===== config.mk =====
export PLATFORM = sky130hd
export DESIGN_NAME = div_share_arbiter
export DESIGN_NICKNAME = d
export VERILOG_FILES = /design/src/rtl/div_share_arbiter.sv
export SDC_FILE = /design/constraint.sdc
export NUM_CORES = 1
export LEC_CHECK = 0
export CAP_MARGIN = 20
export CORE_MARGIN = 10
export CORE_UTILIZATION = 60
export CTS_CLUSTER_SIZE = 30
export DETAILED_ROUTE_END_ITERATION = 10
export DONT_BUFFER_PORTS = 1
export PLACE_DENSITY_LB_ADDON = 0.12
export SKIP_LAST_GASP = 1
export SYNTH_ARGS = -nofsm -noshare
export SYNTH_HDL_FRONTEND = slang
export SYNTH_SLANG_ARGS = --single-unit

===== constraint.sdc =====
create_clock -name clk -period 1.7 [get_ports clk]
set_input_delay 0.34 -clock clk [delete_from_list [all_inputs] [get_ports clk]]
set_output_delay 0.34 -clock clk [all_outputs]
set_load 0.01 [all_outputs]

===== src/rtl/div_share_arbiter.sv =====
// Round-robin arbiter sharing one Divider among NREQ requesters.
// Optional DIV_DVZ_BYPASS_EN: zero divisors are answered directly without starting the Divider.
module div_share_arbiter #(
    parameter int NREQ = 4,
    parameter int W    = 10,
    parameter int IDW  = 2
) (
    input  logic              clk,
    input  logic              sclr_n,
    input  logic [NREQ-1:0]   req,
    input  logic [NREQ*W-1:0] a_in,
    input  logic [NREQ*W-1:0] b_in,
    output logic [NREQ-1:0]   ack,
    output logic [NREQ-1:0]   rsp_valid,
    output logic [W-1:0]      rsp_q,
    output logic              rsp_dvz,
    output logic              rsp_ovf,
    output logic [IDW-1:0]    rsp_id,
    output logic              div_start,
    output logic [W-1:0]      div_a,
    output logic [W-1:0]      div_b,
    input  logic              div_busy,
    input  logic              div_valid,
    input  logic [W-1:0]      div_out,
    input  logic              div_dvz,
    input  logic              div_ovf
);

    typedef enum logic [1:0] {IDLE, ISSUE, WAIT, RESP} state_t;

    state_t          state;
    state_t          state_nxt;
    logic [IDW-1:0]  rr_ptr;
    logic [IDW-1:0]  grant_id;
    logic            grant_found;
    logic            grant_ok;
    logic            grant_zero_b;
    logic [W-1:0]    a_sel;
    logic [W-1:0]    b_sel;
    logic [NREQ-1:0] ack_r;
    logic [NREQ-1:0] rsp_valid_r;
    int              idx;

    // First pending request at or above rr_ptr, wrapping past NREQ-1.
    always_comb begin
        grant_found = 1'b0;
        grant_id    = '0;
        idx         = 0;
        for (int k = 0; k < NREQ; k++) begin
            idx = int'(rr_ptr) + k;
            if (idx >= NREQ) idx = idx - NREQ;
            if (!grant_found && req[IDW'(idx)]) begin
                grant_found = 1'b1;
                grant_id    = IDW'(idx);
            end
        end
    end

    assign grant_ok = (state == IDLE) && grant_found && !div_busy;
    assign a_sel    = a_in[grant_id*W +: W];
    assign b_sel    = b_in[grant_id*W +: W];

`ifdef DIV_DVZ_BYPASS_EN
    assign grant_zero_b = (b_sel == '0);
`else
    assign grant_zero_b = 1'b0;
`endif

    always_ff @(posedge clk) begin
        if (!sclr_n) state <= IDLE;
        else         state <= state_nxt;
    end

    always_comb begin
        state_nxt = state;
        case (state)
            IDLE:    if (grant_ok) state_nxt = grant_zero_b ? RESP : ISSUE;
            ISSUE:   state_nxt = WAIT;
            WAIT:    if (div_valid) state_nxt = RESP;
            RESP:    state_nxt = IDLE;
            default: state_nxt = IDLE;
        endcase
    end

    // Operands stay latched from one grant to the next so the Divider sees stable inputs.
    always_ff @(posedge clk) begin
        if (!sclr_n) begin
            rr_ptr      <= '0;
            ack_r       <= '0;
            rsp_valid_r <= '0;
            rsp_q       <= '0;
            rsp_dvz     <= 1'b0;
            rsp_ovf     <= 1'b0;
            rsp_id      <= '0;
            div_a       <= '0;
            div_b       <= '0;
        end else begin
            ack_r       <= '0;
            rsp_valid_r <= '0;
            case (state)
                IDLE: begin
                    if (grant_ok) begin
                        div_a  <= a_sel;
                        div_b  <= b_sel;
                        rsp_id <= grant_id;
                        ack_r  <= NREQ'(1) << grant_id;
                        if (grant_zero_b) begin
                            rsp_q   <= '1;
                            rsp_dvz <= 1'b1;
                            rsp_ovf <= 1'b0;
                        end
                    end
                end
                WAIT: begin
                    if (div_valid) begin
                        rsp_q   <= div_out;
                        rsp_dvz <= div_dvz;
                        rsp_ovf <= div_ovf;
                    end
                end
                RESP: begin
                    rsp_valid_r <= NREQ'(1) << rsp_id;
                    rr_ptr      <= (rsp_id == IDW'(NREQ - 1)) ? '0 : rsp_id + 1'b1;
                end
                default: ;
            endcase
        end
    end

    always_comb begin
        div_start = (state == ISSUE);
        ack       = ack_r;
        rsp_valid = rsp_valid_r;
    end

endmodule


**After elaboration in Yosys (flattened, before gate mapping)**

Cells that the tools add are included.

- Order comparisons: 8
- Multipliers: 1
- Reduce and logical (&&, ||, !) cells: 15
- Mux-type cells: 28
- Add/subtract/negate cells: 8
- Shifts and indexed selects: 4
- Equality and inequality tests: 6

Operator list:

| kind | count |
|---|---|
| $shiftx A40 B7 Y10 | 2 |
| $mux W2 | 11 |
| $lt A2 B4 Y1 const B | 4 |
| $mux W1 | 12 |
| $ge A3 B3 Y1 const B | 3 |
| $bmux W1 S2 | 4 |
| $pmux W2 S4 | 1 |
| $reduce_and A2 Y1 | 4 |
| $shl A1 B2 Y4 const A | 2 |
| $sub A2 B1 Y2 const B | 4 |
| $add A2 B2 Y3 const B | 2 |
| $eq A2 B2 Y1 const B | 3 |
| $logic_and A1 B1 Y1 | 5 |
| $mul A2 B3 Y5 const B | 1 |
| $logic_not A1 Y1 | 4 |
| $ne A2 B2 Y1 const B | 2 |
| $add A2 B1 Y3 const B | 1 |
| $ge A2 B3 Y1 const B | 1 |
| $reduce_and A3 Y1 | 1 |
| $add A2 B1 Y2 const B | 1 |
| $eq A2 B1 Y1 const B | 1 |
| $logic_not A2 Y1 | 1 |

- Input bits: 100
- Output and inout bits: 43
- Logic and storage cells: 80
- Flip-flop bits (word level): 46

**Depth between registers and ports, before layout**

- Word-level depth: 19
- Depth in mapped cells: 8
- Gate-level depth less buffers: 7

**Worst setup path after synthesis**

Ideal clock, no wire load.

- Kind: register to register
- Start: register state[0]
- End: register div_a[0]
- Stages on the path, launching flop included: 8
- Arrival: 1.463 ns
- Slack: 0.159 ns
- Path buffers: 1
- Required time: 1.621 ns
- Clock period less this slack: 1.541 ns
- Library setup time: 0.079 ns
- Cell sequence: dfxtp_1 inv_1 ha_1 and2b_1 o41a_1 nand3_4 buf_6 o221ai_2

- Cells in the longest elaborated chain, start to end: 4

Ends and longest elaborated chain:

| item | line | source |
|---|---|---|
| start, declared | 31 | `state_t state;` |
| start signal, assigned | 71 | `else state <= state_nxt;` |
| $logic_not A2 Y1 * | 59, 100 |  |
| $logic_and A1 B1 Y1 (2 in a row) | 59 | `assign grant_ok = (state == IDLE) && grant_found && !div_busy;` |
| $reduce_and A2 Y1 (no source line) * | n/a |  |
| end signal, assigned | 103 | `div_a <= a_sel;` |
| end, declared | 20 | `output logic [W-1:0] div_a,` |

Every way passes the cells marked *; elsewhere a longest branch is shown, timed or not.
A chain may end at the register's enable or synchronous reset.

**Worst setup path after layout**

- Start: register rr_ptr[0]
- End: register div_a[6]

- Cells in the longest elaborated chain, start to end: 18
- Elaborated cells between the ends (all ways): 46
- Those cells by class: 7 x add/sub; 1 x mul; 4 x order compare; 1 x shift; 24 x mux; 9 x reduce/logical

Ends and longest elaborated chain:

| item | line | source |
|---|---|---|
| start, declared | 33 | `logic [IDW-1:0] rr_ptr;` |
| start signal, assigned | 123 | `rr_ptr <= (rsp_id == IDW'(NREQ - 1)) ? '0 : rsp_id + 1'b1;` |
| parallel branches: the longest is 18 deep, another holds $add A2 B1 Y3 | n/a |  |

Several ways; the timed one is not identified. The select of a mux whose other input is x is not followed.

==> results.json <==
{
  "status": "finished clean",
  "cts_buffers": 5,
  "core_area_sq_um": 3770,
  "ys_seq_area_share_pct": 38.2,
  "io_pins": 143,
  "critical_path_required_ns": 1.87,
  "fin_crit_sh_pct": 96.9,
  "tritoncts": "built",
  "syn_to_final_growth_pct": 11.4,
  "yosys.area.top_type_share_pct": 38.2,
  "finalNetCount": 345,
  "detail_route.drc_violations": 0,
  "drt_pre_antenna_iters": 4,
  "slew_viol_final": 0,
  "antenna_found_initial": 0,
  "dieArea_sq_um": 6960,
  "cts_buffer_depth": 2,
  "path_max_fanout": 11,
  "fin_ws_ns": 0.0528,
  "critPathLaunchType": "register",
  "rows": 22,
  "wl_um": 6710,
  "fin_crit_ns": 1.65,
  "synthesis.nets": 338,
  "grt_remaining_overflow": 0,
  "peakVddDrop_mv": 0.712,
  "path_buf_inv": 3,
  "power_density_nw_per_um2": 1160,
  "syn-instance-count": 232,
  "wire_per_inst_um": 23.3,
  "clk_pin_slew_ns": 0.08,
  "synth_edf_count": 0,
  "leakagePower_nw": 0.959,
  "start_util_pct": 64.0,
  "grt_max_degree": 24,
  "drt_iter0_drc": 45,
  "finalHoldViolations": 0,
  "grt_pass1_wl_um": 9910,
  "cts_max_level": 2,
  "synth_seq_cells": 46,
  "synth_common_cells": "nand2_1, dfxtp_1, mux2i_1",
  "n_fill_cell": 274,
  "cts_root_buf": "clkbuf_8",
  "vias": 1754,
  "hp-class": "primary input to register",
  "worst_slew_pin_slew_ns": 0.517,
  "ys.warnings.count": 0,
  "syn_area_sq_um": 2410,
  "fin_skew_ns": 0.00363,
  "critical-path-top-delay-family": "compound AO/OA/AOI/OAI gates",
  "antenna_cells": 0,
  "die_w_um": 83.4,
  "gp_congestion": 0.820,
  "critPathKind": "register to register",
  "dpl_worst_slack_ns": 0.0134,
  "ant_nets": 0,
  "critPathCaptureType": "register",
  "report.power.total_mw": 3.11,
  "grt_util_all_layers_pct": 17.2,
  "hold_buffers": 0,
  "die_h_um": 83.4,
  "fmax_mhz": 607,
  "drive_gt1_share_pct": 23.3,
  "critPathArrivalTime_ns": 1.82,
  "synth.distinct_cells": 31,
  "yosysTopAreaCell": "dfxtp_1",
  "finalSetupViolCount": 0,
  "ys.flop_type": "dfxtp_1",
  "io_buffers": 0,
  "hpwl_um": 5170,
  "cts_sinks": 46,
  "syn_area_per_cell_sq_um": 10.4,
  "critPathSlowestCell": "dfxtp_1",
  "viasPerCell": 6.09,
  "slew_headroom_pct": 65.2,
  "crit_chain": "inv_1 -> a21oi_2 -> a2bb2oi_4 -> buf_4 -> clkbuf_16 -> mux2i_1 -> o221ai_2",
  "yosysMostFrequentCell": "nand2_1",
  "drv_cap": 0,
  "cp_slowest_stage_delay_ns": 0.37,
  "clock_latency_ns": 0.29,
  "async_flop_share_pct": 0,
  "ys_top_cells_by_area": "dfxtp_1, mux2i_1, o221ai_2",
  "grt_pass1_vias": 1821
}
cell type report:
class                   instances  area, sq um  area share [%]
clock buffers                   7         86.3            3.21
clock inverters                 1         5.00           0.186
inverters                       5         18.8           0.698
multi-input cells             166         1390            51.7
flip-flops and latches         46          922            34.3
well taps                      48         60.1            2.23
repair buffers                 15          205            7.63
cells in the final DEF, fill, tap and decap left out, types with 3 or more instances in the layout:
cell       n
buf_4      7
a21boi_0  12
nand2_1   49
nor2_1     8
a21oi_1    3
buf_12     4
clkbuf_8   6
dfxtp_1   45
o221ai_2  20
nor2b_1    5
mux2i_1   41
ha_1       5
inv_1      3
mux2i_2    3
sequential cells by signal, indices dropped and copies added (netlist names), 2 cells and up:
signal and count:
rsp_q 10, div_b 10, div_a 10, state 2, rsp_valid 4, ack 4
rr_ptr 2, rsp_id 2
logic make-up (layout without fill, tap and decap cells):
kind of cell / after synthesis / after routing / share of synthesized area, %
adder cells (fa/ha/maj): 6 / 6 / 3.11
AO/OA/AOI/OAI: 43 / 43 / 19.6
multiplexers: 44 / 44 / 18.2
flip-flops: 46 / 46 / 38.2
AND/OR/NAND/NOR: 73 / 73 / 14.5
buffers and inverters: 20 / 28 / 6.38
repair_timing:
action                     CTS  global route
setup buffers                0             4
gates resized for setup      0            14
setup endpoints to repair    1            23
cloned                       1             3
routing by layer:
layer	share of wire [%]	global-route usage [%]
met5	0	0
met4	0.64	4.08
met3	12	10.1
met2	53	30.9
met1	34	16.4
through the flow:
stage               area, sq um  hold WS (ns)  std cells  setup TNS, ns  utilization, %
floorplan                  2410         0.485        232              0               -
global placement           2450         0.473        272              0            65.0
detailed placement         2450         0.481        272              0            65.0
CTS                        2580         0.175        281         -0.123            68.3
global route               2690         0.172        288        -0.0794            71.3
finish                     2690         0.183        288              0            71.3
path summary, 6_finish.rpt:
check | startpoint | to | slack, ns | cells after the start
setup / recovery | rr_ptr[0] | div_a[6] | 0.05 | 7
hold / removal | sclr_n | state[0] | 0.18 | 1
setup reg to reg | rr_ptr[0] | div_a[6] | 0.05 | 7
hold reg to reg | rsp_q[9] | rsp_q[9] | 0.52 | 2
where the power goes:
part / leakage [nW] / switching [mW] / internal (mW) / total [mW]
clock: 0.0482 / 0.337 / 0.328 / 0.665
combinational: 0.536 / 0.510 / 0.507 / 1.02
sequential: 0.375 / 0.193 / 1.24 / 1.43
total: 0.959 / 1.04 / 2.08 / 3.11
No activity file was read; power rests on OpenSTA's default activity.
